--- src/rtl/alu_issue_pkg.sv ---
// Shared constants for the ALU operand-issue stage and the ALU it feeds:
// ALUop encodings, MIPS R-type funct codes, halt causes and funct decode.
package alu_issue_pkg;

  localparam int DATA_WIDTH_DEF = 32;

  // ALUop encodings understood by the downstream ALU
  localparam logic [2:0] ALUOP_AND = 3'b000;
  localparam logic [2:0] ALUOP_OR  = 3'b001;
  localparam logic [2:0] ALUOP_ADD = 3'b010;
  localparam logic [2:0] ALUOP_SUB = 3'b110;
  localparam logic [2:0] ALUOP_SLT = 3'b111;

  // MIPS funct field values accepted by the stage
  localparam logic [5:0] FUNCT_ADD  = 6'h20;
  localparam logic [5:0] FUNCT_ADDU = 6'h21;
  localparam logic [5:0] FUNCT_SUB  = 6'h22;
  localparam logic [5:0] FUNCT_SUBU = 6'h23;
  localparam logic [5:0] FUNCT_AND  = 6'h24;
  localparam logic [5:0] FUNCT_OR   = 6'h25;
  localparam logic [5:0] FUNCT_SLT  = 6'h2A;

  // halt_cause encodings
  localparam logic [1:0] HALT_NONE    = 2'b00;
  localparam logic [1:0] HALT_OVF     = 2'b01;
  localparam logic [1:0] HALT_ILLEGAL = 2'b10;

  typedef struct packed {
    logic       legal;    // funct is one of the supported operations
    logic       checked;  // signed overflow of this op must trap
    logic [2:0] aluop;
  } decode_t;

  function automatic decode_t decode_funct(input logic [5:0] funct);
    decode_t d;
    d = '{legal: 1'b1, checked: 1'b0, aluop: ALUOP_AND};
    case (funct)
      FUNCT_ADD:  begin d.aluop = ALUOP_ADD; d.checked = 1'b1; end
      FUNCT_ADDU: d.aluop = ALUOP_ADD;
      FUNCT_SUB:  begin d.aluop = ALUOP_SUB; d.checked = 1'b1; end
      FUNCT_SUBU: d.aluop = ALUOP_SUB;
      FUNCT_AND:  d.aluop = ALUOP_AND;
      FUNCT_OR:   d.aluop = ALUOP_OR;
      FUNCT_SLT:  d.aluop = ALUOP_SLT;
      default:    d.legal = 1'b0;
    endcase
    return d;
  endfunction

endpackage

--- src/rtl/alu_issue_reg_file.sv ---
// Register file: two asynchronous operand read ports, one asynchronous debug
// read port, one synchronous write port. Register 0 is hardwired to zero.
module alu_issue_reg_file #(
  parameter int DATA_WIDTH = 32,
  parameter int ADDR_WIDTH = 5
) (
  input  logic                  clk,
  input  logic                  rst,
  input  logic [ADDR_WIDTH-1:0] raddr_a_i,
  output logic [DATA_WIDTH-1:0] rdata_a_o,
  input  logic [ADDR_WIDTH-1:0] raddr_b_i,
  output logic [DATA_WIDTH-1:0] rdata_b_o,
  input  logic [ADDR_WIDTH-1:0] raddr_dbg_i,
  output logic [DATA_WIDTH-1:0] rdata_dbg_o,
  input  logic                  we_i,
  input  logic [ADDR_WIDTH-1:0] waddr_i,
  input  logic [DATA_WIDTH-1:0] wdata_i
);

  localparam int DEPTH = 1 << ADDR_WIDTH;

  logic [DATA_WIDTH-1:0] mem_q [DEPTH];

  // Contents clear on reset; writes to register 0 are dropped so it stays 0
  always_ff @(posedge clk) begin
    if (rst) begin
      for (int i = 0; i < DEPTH; i++) mem_q[i] <= '0;
    end else if (we_i && (waddr_i != '0)) begin
      mem_q[waddr_i] <= wdata_i;
    end
  end

  assign rdata_a_o   = (raddr_a_i   == '0) ? '0 : mem_q[raddr_a_i];
  assign rdata_b_o   = (raddr_b_i   == '0) ? '0 : mem_q[raddr_b_i];
  assign rdata_dbg_o = (raddr_dbg_i == '0) ? '0 : mem_q[raddr_dbg_i];

endmodule

--- src/rtl/alu_issue.sv ---
// Operand-issue / writeback stage in front of the ALU. Decodes R-type ops,
// reads operands with forwarding from the op currently in EX, holds one op in
// EX for a single cycle, writes the ALU result back and halts on traps.
module alu_issue
  import alu_issue_pkg::*;
#(
  parameter int DATA_WIDTH = DATA_WIDTH_DEF,
  parameter int ADDR_WIDTH = 5
) (
  input  logic                  clk,
  input  logic                  rst,
  input  logic                  in_valid,
  output logic                  in_ready,
  input  logic [5:0]            in_funct,
  input  logic [ADDR_WIDTH-1:0] in_rs,
  input  logic [ADDR_WIDTH-1:0] in_rt,
  input  logic [ADDR_WIDTH-1:0] in_rd,
  output logic [DATA_WIDTH-1:0] A,
  output logic [DATA_WIDTH-1:0] B,
  output logic [2:0]            ALUop,
  output logic                  ex_valid,
  input  logic [DATA_WIDTH-1:0] Result,
  input  logic                  Overflow,
  output logic                  halted,
  output logic [1:0]            halt_cause,
  output logic [31:0]           retired,
  input  logic [ADDR_WIDTH-1:0] dbg_addr,
  output logic [DATA_WIDTH-1:0] dbg_data
);

  localparam logic [0:0] ST_RUN  = 1'b0;
  localparam logic [0:0] ST_HALT = 1'b1;

  logic [0:0]            state_q, state_d;
  logic [1:0]            cause_q, cause_d;
  logic                  ex_valid_q, ex_valid_d;
  logic                  ex_checked_q, ex_checked_d;
  logic [ADDR_WIDTH-1:0] ex_rd_q, ex_rd_d;
  logic [DATA_WIDTH-1:0] a_q, a_d, b_q, b_d;
  logic [2:0]            aluop_q, aluop_d;
  logic [31:0]           retired_q, retired_d;

  logic [DATA_WIDTH-1:0] rf_a, rf_b, opnd_a, opnd_b;
  logic                  trap, accept, wb_en;
  decode_t               dec;

  // The op in EX traps only when it is overflow-checked and the ALU flags it
  assign trap     = ex_valid_q && ex_checked_q && Overflow;
  assign in_ready = (state_q == ST_RUN) && !trap;
  assign accept   = in_valid && in_ready;
  assign wb_en    = ex_valid_q && !trap;
  assign dec      = decode_funct(in_funct);

  alu_issue_reg_file #(
    .DATA_WIDTH(DATA_WIDTH),
    .ADDR_WIDTH(ADDR_WIDTH)
  ) u_reg_file (
    .clk        (clk),
    .rst        (rst),
    .raddr_a_i  (in_rs),
    .rdata_a_o  (rf_a),
    .raddr_b_i  (in_rt),
    .rdata_b_o  (rf_b),
    .raddr_dbg_i(dbg_addr),
    .rdata_dbg_o(dbg_data),
    .we_i       (wb_en),
    .waddr_i    (ex_rd_q),
    .wdata_i    (Result)
  );

  // Forward the EX result over the file read: the file is only written at
  // the same edge the dependent op is captured, so its value would be stale
  always_comb begin
    opnd_a = rf_a;
    opnd_b = rf_b;
    if (ex_valid_q && (ex_rd_q != '0) && (ex_rd_q == in_rs)) opnd_a = Result;
    if (ex_valid_q && (ex_rd_q != '0) && (ex_rd_q == in_rt)) opnd_b = Result;
  end

  // Next-state: trap beats illegal (accept is already blocked on a trap)
  always_comb begin
    state_d      = state_q;
    cause_d      = cause_q;
    ex_valid_d   = 1'b0;
    ex_checked_d = ex_checked_q;
    ex_rd_d      = ex_rd_q;
    a_d          = a_q;
    b_d          = b_q;
    aluop_d      = aluop_q;
    retired_d    = wb_en ? retired_q + 32'd1 : retired_q;
    if (trap) begin
      state_d = ST_HALT;
      cause_d = HALT_OVF;
    end else if (accept && !dec.legal) begin
      state_d = ST_HALT;
      cause_d = HALT_ILLEGAL;
    end else if (accept) begin
      ex_valid_d   = 1'b1;
      ex_checked_d = dec.checked;
      ex_rd_d      = in_rd;
      a_d          = opnd_a;
      b_d          = opnd_b;
      aluop_d      = dec.aluop;
    end
  end

  // State registers; reset discards any in-flight op
  always_ff @(posedge clk) begin
    if (rst) begin
      state_q      <= ST_RUN;
      cause_q      <= HALT_NONE;
      ex_valid_q   <= 1'b0;
      ex_checked_q <= 1'b0;
      ex_rd_q      <= '0;
      a_q          <= '0;
      b_q          <= '0;
      aluop_q      <= '0;
      retired_q    <= '0;
    end else begin
      state_q      <= state_d;
      cause_q      <= cause_d;
      ex_valid_q   <= ex_valid_d;
      ex_checked_q <= ex_checked_d;
      ex_rd_q      <= ex_rd_d;
      a_q          <= a_d;
      b_q          <= b_d;
      aluop_q      <= aluop_d;
      retired_q    <= retired_d;
    end
  end

  assign A          = a_q;
  assign B          = b_q;
  assign ALUop      = aluop_q;
  assign ex_valid   = ex_valid_q;
  assign halted     = (state_q == ST_HALT);
  assign halt_cause = cause_q;
  assign retired    = retired_q;

endmodule
--- config.mk ---
export PLATFORM = sky130hd
export DESIGN_NAME = alu_issue
export DESIGN_NICKNAME = d
export VERILOG_FILES = /design/src/rtl/alu_issue_pkg.sv /design/src/rtl/alu_issue_reg_file.sv /design/src/rtl/alu_issue.sv
export SDC_FILE = /design/constraint.sdc
export NUM_CORES = 2
export LEC_CHECK = 0
export CAP_MARGIN = 40
export CORE_MARGIN = 1.5
export CORE_UTILIZATION = 55
export CTS_CLUSTER_SIZE = 12
export DETAILED_ROUTE_END_ITERATION = 10
export DONT_BUFFER_PORTS = 1
export PLACE_DENSITY = 0.68
export SYNTH_ARGS = -nofsm -noshare
export SYNTH_HDL_FRONTEND = slang
export SYNTH_SLANG_ARGS = --single-unit
--- constraint.sdc ---
create_clock -name clk -period 5.16 [get_ports clk]
set_input_delay 0.516 -clock clk [delete_from_list [all_inputs] [get_ports clk]]
set_output_delay 0.516 -clock clk [all_outputs]
set_load 0.02 [all_outputs]
# Yosys cells after proc, flatten, opt, wreduce, memory -nomap -nowiden
# Memory sizes are Yosys's and may differ from the RTL's.
# Index checks and enable logic that the tools add are counted.
[op_classes]
add_sub_neg = 1
n_eq_ne = 9
mux = 21
bitwise = 3
reduce_logical = 25
[op_table]
columns = ["cell", "n"]
rows = [
  ["32-bit 2-to-1 mux", 6],
  ["6-bit == test (second input constant)", 7],
  ["32-bit by 1-bit adder with 32-bit output (second input constant)", 1],
  ["32-bit OR reduction", 1],
  ["5-bit logical NOT", 3],
  ["1-bit 2-to-1 mux", 13],
  ["3-bit one-hot mux with 4 select lines", 1],
  ["5-bit == test", 2],
  ["1-bit logical AND", 10],
  ["2-bit OR reduction", 4],
  ["7-bit OR reduction", 1],
  ["5-bit 2-to-1 mux", 1],
  ["5-bit nonzero test", 1],
  ["1-bit NOT", 3],
  ["3-bit AND reduction", 1],
  ["3-bit OR reduction", 1],
  ["1-bit logical NOT", 2],
  ["2-bit nonzero test", 1],
]
[word_totals]
reg_bits = 109
mem_bits_rw = 1024
inputBits = 62
out_inout_bits = 136
word_cells = 70
mem_count = 1
[mem_list]
columns = ["memory", "words", "word_bits", "rd", "rd_ports_with_merged_regs", "write_ports", "line_no", "source"]
rows = [
  ["u_reg_file.mem_q", 32, 32, 3, 0, 32, "alu_issue_reg_file.sv:22", "logic [DATA_WIDTH-1:0] mem_q [DEPTH];"],
]

# Longest topological paths before layout
[depth]
ltp_word = 10
ltp_mapped = 9
mapped_depth_nobuf = 6

# By module
# From an unflattened synthesis, not the netlist that was laid out.
[hier_totals]
cells_unflattened = 4911
area_unflattened_um2 = 68236.7
[modules_own_cells]
columns = ["mod", "n_inst", "cells_each", "area_per_inst_um2", "seq_area_each_um2"]
rows = [
  ["alu_issue_reg_file", 1, 4255, 62645.1, 30749.5],
  ["alu_issue", 1, 656, 5591.6, 2182.1],
]

# Worst setup path after synthesis
# No wires, ideal clock.
[synth_timing]
path_type = "reg-to-reg"
start = "register ex_valid_q, in the netlist ex_valid"
end = "memory u_reg_file.mem_q[23][0] (enable)"
setup_time_ns = 0.466
arrival_time_ns = 3.634
required_ns = 4.694
path_slack_ns = 1.060
stages_incl_launch_ff = 6
path_buffers = 1
synth_period_minus_slack_ns = 4.100
cell_sequence = "dfxtp_1 a21bo_4 nor2_2 nand3_1 clkbuf_1 o21ai_0"
[synth_rtl]
columns = ["item", "line_no", "source"]
rows = [
  ["start: declaration", "alu_issue.sv:36", "logic ex_valid_q, ex_valid_d;"],
  ["start signal: assignment", "alu_issue.sv:122", "ex_valid_q <= ex_valid_d;"],
  ["end: declaration", "alu_issue_reg_file.sv:22", ""],
]

# Worst setup path in the final report
[layout_timing]
start = "register ex_valid_q, in the netlist ex_valid"
end = "register a_q[30], in the netlist A[30]"
[layout_between]
elab_chain_len = 8
word_cells_on_any_way = 12
classes_between = "1 x mux; 2 x bitwise; 9 x reduce/logical"
[layout_lines]
columns = ["item", "line_no", "source"]
rows = [
  ["1-bit logical AND * (2 in series)", "alu_issue.sv:48", "assign trap = ex_valid_q && ex_checked_q && Overflow;"],
  ["1-bit logical NOT *", "alu_issue.sv:49", "assign in_ready = (state_q == ST_RUN) && !trap;"],
  ["1-bit logical AND *", "alu_issue.sv:49", ""],
  ["named net in_ready", "alu_issue.sv:13", "output logic in_ready,"],
  ["1-bit logical AND *", "alu_issue.sv:50", "assign accept = in_valid && in_ready;"],
  ["1-bit logical AND", "alu_issue.sv:94", "end else if (accept && !dec.legal) begin"],
  ["1-bit NOT (no line)", "--", ""],
  ["3-bit AND reduction (no line) *", "--", ""],
  ["end signal: assignment", "alu_issue.sv:115", "a_q <= '0;"],
  ["end signal: assignment", "alu_issue.sv:125", "a_q <= a_d;"],
  ["end: declaration", "alu_issue.sv:39", "logic [DATA_WIDTH-1:0] a_q, a_d, b_q, b_d;"],
]
# The timed path passes the listed nets; every way through them passes the cells marked *.
# A chain may end at the register's enable or synchronous reset.

==> out/summary.txt <==
Outcome: complete, but fails checks
Failing checks: slew limit
Final period utilization: 64.6%
Nets: 4620
Number of synthesized flops with an enable pin: 1024
Final hold violation count: 0
Worst Clk Skew: 0.0301 ns
Synth async-reset ratio: 0%
CTS tree: built
Standard-cell rows: 128
Netlist cell types: 62
Clock root cell: clkbuf_16
H-tree levels: 4
Adder-Cell Fraction of Synth Area: 0.0186%
Met2 wire len: 106 mm
Post-Synth XOR/XNOR Area: 0.481%
Critical path class: reg2reg
Leading area contributor after synthesis: edfxtp_1
Hold Startpoint: in_funct[2]
Cell area power density: 296 nW/um2
Post-DR wirelength/cell: 37.8 um
Register area share after synthesis: 48.9%
Buffers on Ports: 0
WL met1: 83.9 mm
Vias in the first global route: 45400
Largest net degree at the start of global routing: 324
RR Startpoint: ex_valid
WP data arrival: 4.04 ns
Die height: 353 um
Post-route antenna net violation count: 0
Post-synthesis register bit count: 1133
Postcts setup bufs: 0
RePlAce Congestion: 0.893
Yosys Warn Count: 0
DRC: 0
Crit-path max FO: 31
Fill cells: 9115
Mean Syn Cell Area: 14.2 um2
Max-slew violation count: 124
Grt ovf: 0
Vias: 46900
Initial antenna violation count: 11
Mux cell area share after synthesis: 27.3%
First-pass GRT wire length: 335 mm
Crit end category: flop
PnR worst setup slack: 1.83 ns
# hold bufs at CTS: 47
Worst skew pair latency: 0.78 ns
Cts repair resizes: 0
Slew headroom: -12.1%
Predominant post-synthesis flop cell: edfxtp_1
Worst-Margin Slew: 1.68 ns
CORE AREA: 122000 um2
CTS buffer count: 130
Layout cells sized above 1: 25.1%
Peak VDD IR: 0.000395 V
Area contributors post-synth: edfxtp_1 46%, mux4_2 24%, and2_1 9.3%
Die width: 353 um
Max-Cap Viols: 0
DR WL met3: 34.7 mm
Synth Area in Compound Gates: 6.85%
Clock sinks: 1133
Final Setup Violations: 0
Unrepaired setup endpoints after global routing: no
IO Pins: 198
Setup WS pre-CTS: 1.95 ns
Lkg Pwr: 26.2 nW
Worst-path clk slew: 0.06 ns
Main combinational cell family by area after synthesis: multiplexers
Cell count after synthesis: 4740
Top layer in use: met5
Area Overhead vs Synth: 10.4%
Minimum clock period after layout: 3.33 ns
Starting Density: 55.4%
Worst path required time: 5.87 ns
Fmax achieved: 0.300 GHz
Synth top area share: 45.6%
Detailed Routing Iterations Pass 1: 6
Crit path from: ex_valid
Post-synthesis cell area: 67400 um2
Hpwl dp: 137 mm
Type of origin of the critical path: flop
Vias per cell: 7.45
Post-Synth Simple-Gate Area: 12.6%
Final TNS setup: 0 ns
DR iter-0 viols: 7568
R2R setup slack: 1.83 ns
GRT Util Overall: 37.9%
Clock buffer depth: 3
Routed Wire Length: 238 mm
Die area: 125000 um2
Hold Crit Class: in2reg
flip-flops by register name (all words and copies together) (netlist names):
name	flops
A	32
B	32
halt_cause	2
ex_checked_q	1
halted	1
retired	32
ALUop	3
ex_rd_q	5
u_reg_file.mem_q	1024
ex_valid	1
placed cells by master (no fill, tap or decap), types with 7 or more instances in the layout:
cell	netlist	final
mux4_2	704	704
a2111oi_0	32	30
edfxtp_1	1024	1024
dfxtp_1	109	109
mux2i_1	254	254
xnor2_1	35	35
o21bai_1	62	62
o21ai_1	32	32
a221oi_1	126	126
o21ai_4	0	31
and2_1	999	997
clkinv_1	0	27
nor2_4	0	37
a211oi_1	33	33
clkbuf_16	0	139
a21oi_1	16	15
a22oi_1	253	253
buf_16	0	16
clkbuf_1	370	29
nand3_1	20	18
nand2_1	126	126
nand3b_1	68	68
conb_1	1	32
buf_4	33	103
dlygate4sd3_1	0	19
buf_12	0	44
nor2_1	77	40
buf_8	0	7
clkinv_2	0	23
clkbuf_8	0	7
nand4_1	72	72
inv_1	47	44
final timing paths:
kind / end / cells after the start
worst max-delay path: A[30] / 7
worst min-delay path: ALUop[1] / 3
worst max register to register: A[30] / 7
worst min register to register: ALUop[0] / 2
where the power goes:
part	total (mW)	switching, mW	internal, mW	leakage (nW)
Clock	9.11	3.87	5.24	2.01
Sequential	10.5	0.250	10.3	11.4
Combinational	2.42	1.27	1.15	12.7
synth_stat cells, drive strengths merged (2+ instances only):
cell,n
nand2,126
o21ba,2
a31oi,2
or3,6
and4,4
nor2,78
xor2,2
o2111ai,3
nor2b,6
a211oi,33
and2,999
o21bai,62
a221oi,126
nand3b,68
clkbuf,373
mux2,2
inv,47
nor3,8
mux4,704
nand4,72
nand3,20
a22o,2
dfxtp,109
edfxtp,1024
a22oi,253
nand2b,2
a2111oi,32
xnor2,35
o21ai,67
a21o,2
or3b,2
mux2i,254
nor4,14
buf,165
or2,4
a21oi,17
stage by stage:
step                util [%]  instances  power, mW  hold WS, ns  instance area (um2)
global route            61.1       6286       22.5       0.0254                74400
floorplan                  -       4771       12.5        0.514                67500
CTS                     61.0       6274       21.9      0.00619                74300
global placement        56.4       5955       12.7        0.554                68600
detailed placement      57.0       5992       12.8        0.565                69400
finish                  61.1       6287       22.1       0.0349                74400
cells by family after synthesis:
| group | after synthesis |
|---|---|
| xor+xnor | 37 |
| flops | 1133 |
| other cells | 1 |
| fa+ha+maj | 1 |
| compound gates | 612 |
| mux | 960 |
| buf+inv | 585 |
| simple gates | 1411 |
final cells by class:
cell class	instances	area, um2	share of cell area (%)
clock buffers	175	3680	4.95
diodes	2	5.00	0.00673
clock inverters	60	408	0.548
multi-input cells	3053	32700	44.0
flip-flops and latches	1133	32900	44.3
well taps	1625	2030	2.73
repair buffers	192	2420	3.25
inverters	47	176	0.237
critical path, cell delays in order, from the launching register on:
cell           delay [ns]
dfxtp_1              0.44
a31oi_1              0.74
and2_1               0.39
nand3_2              0.13
buf_4                0.31
a2111oi_0            0.53
nand3b_1             0.18
dlygate4sd3_1        0.55
metal layers:
metal | GRT usage (%) | vias to the layer above
li1 | - | 18400
met1 | 50.6 | 23800
met2 | 56.3 | 3892
met3 | 12.3 | 709
met4 | 18.7 | 4
met5 | 0 | -
No activity file was read; power rests on OpenSTA's default activity.
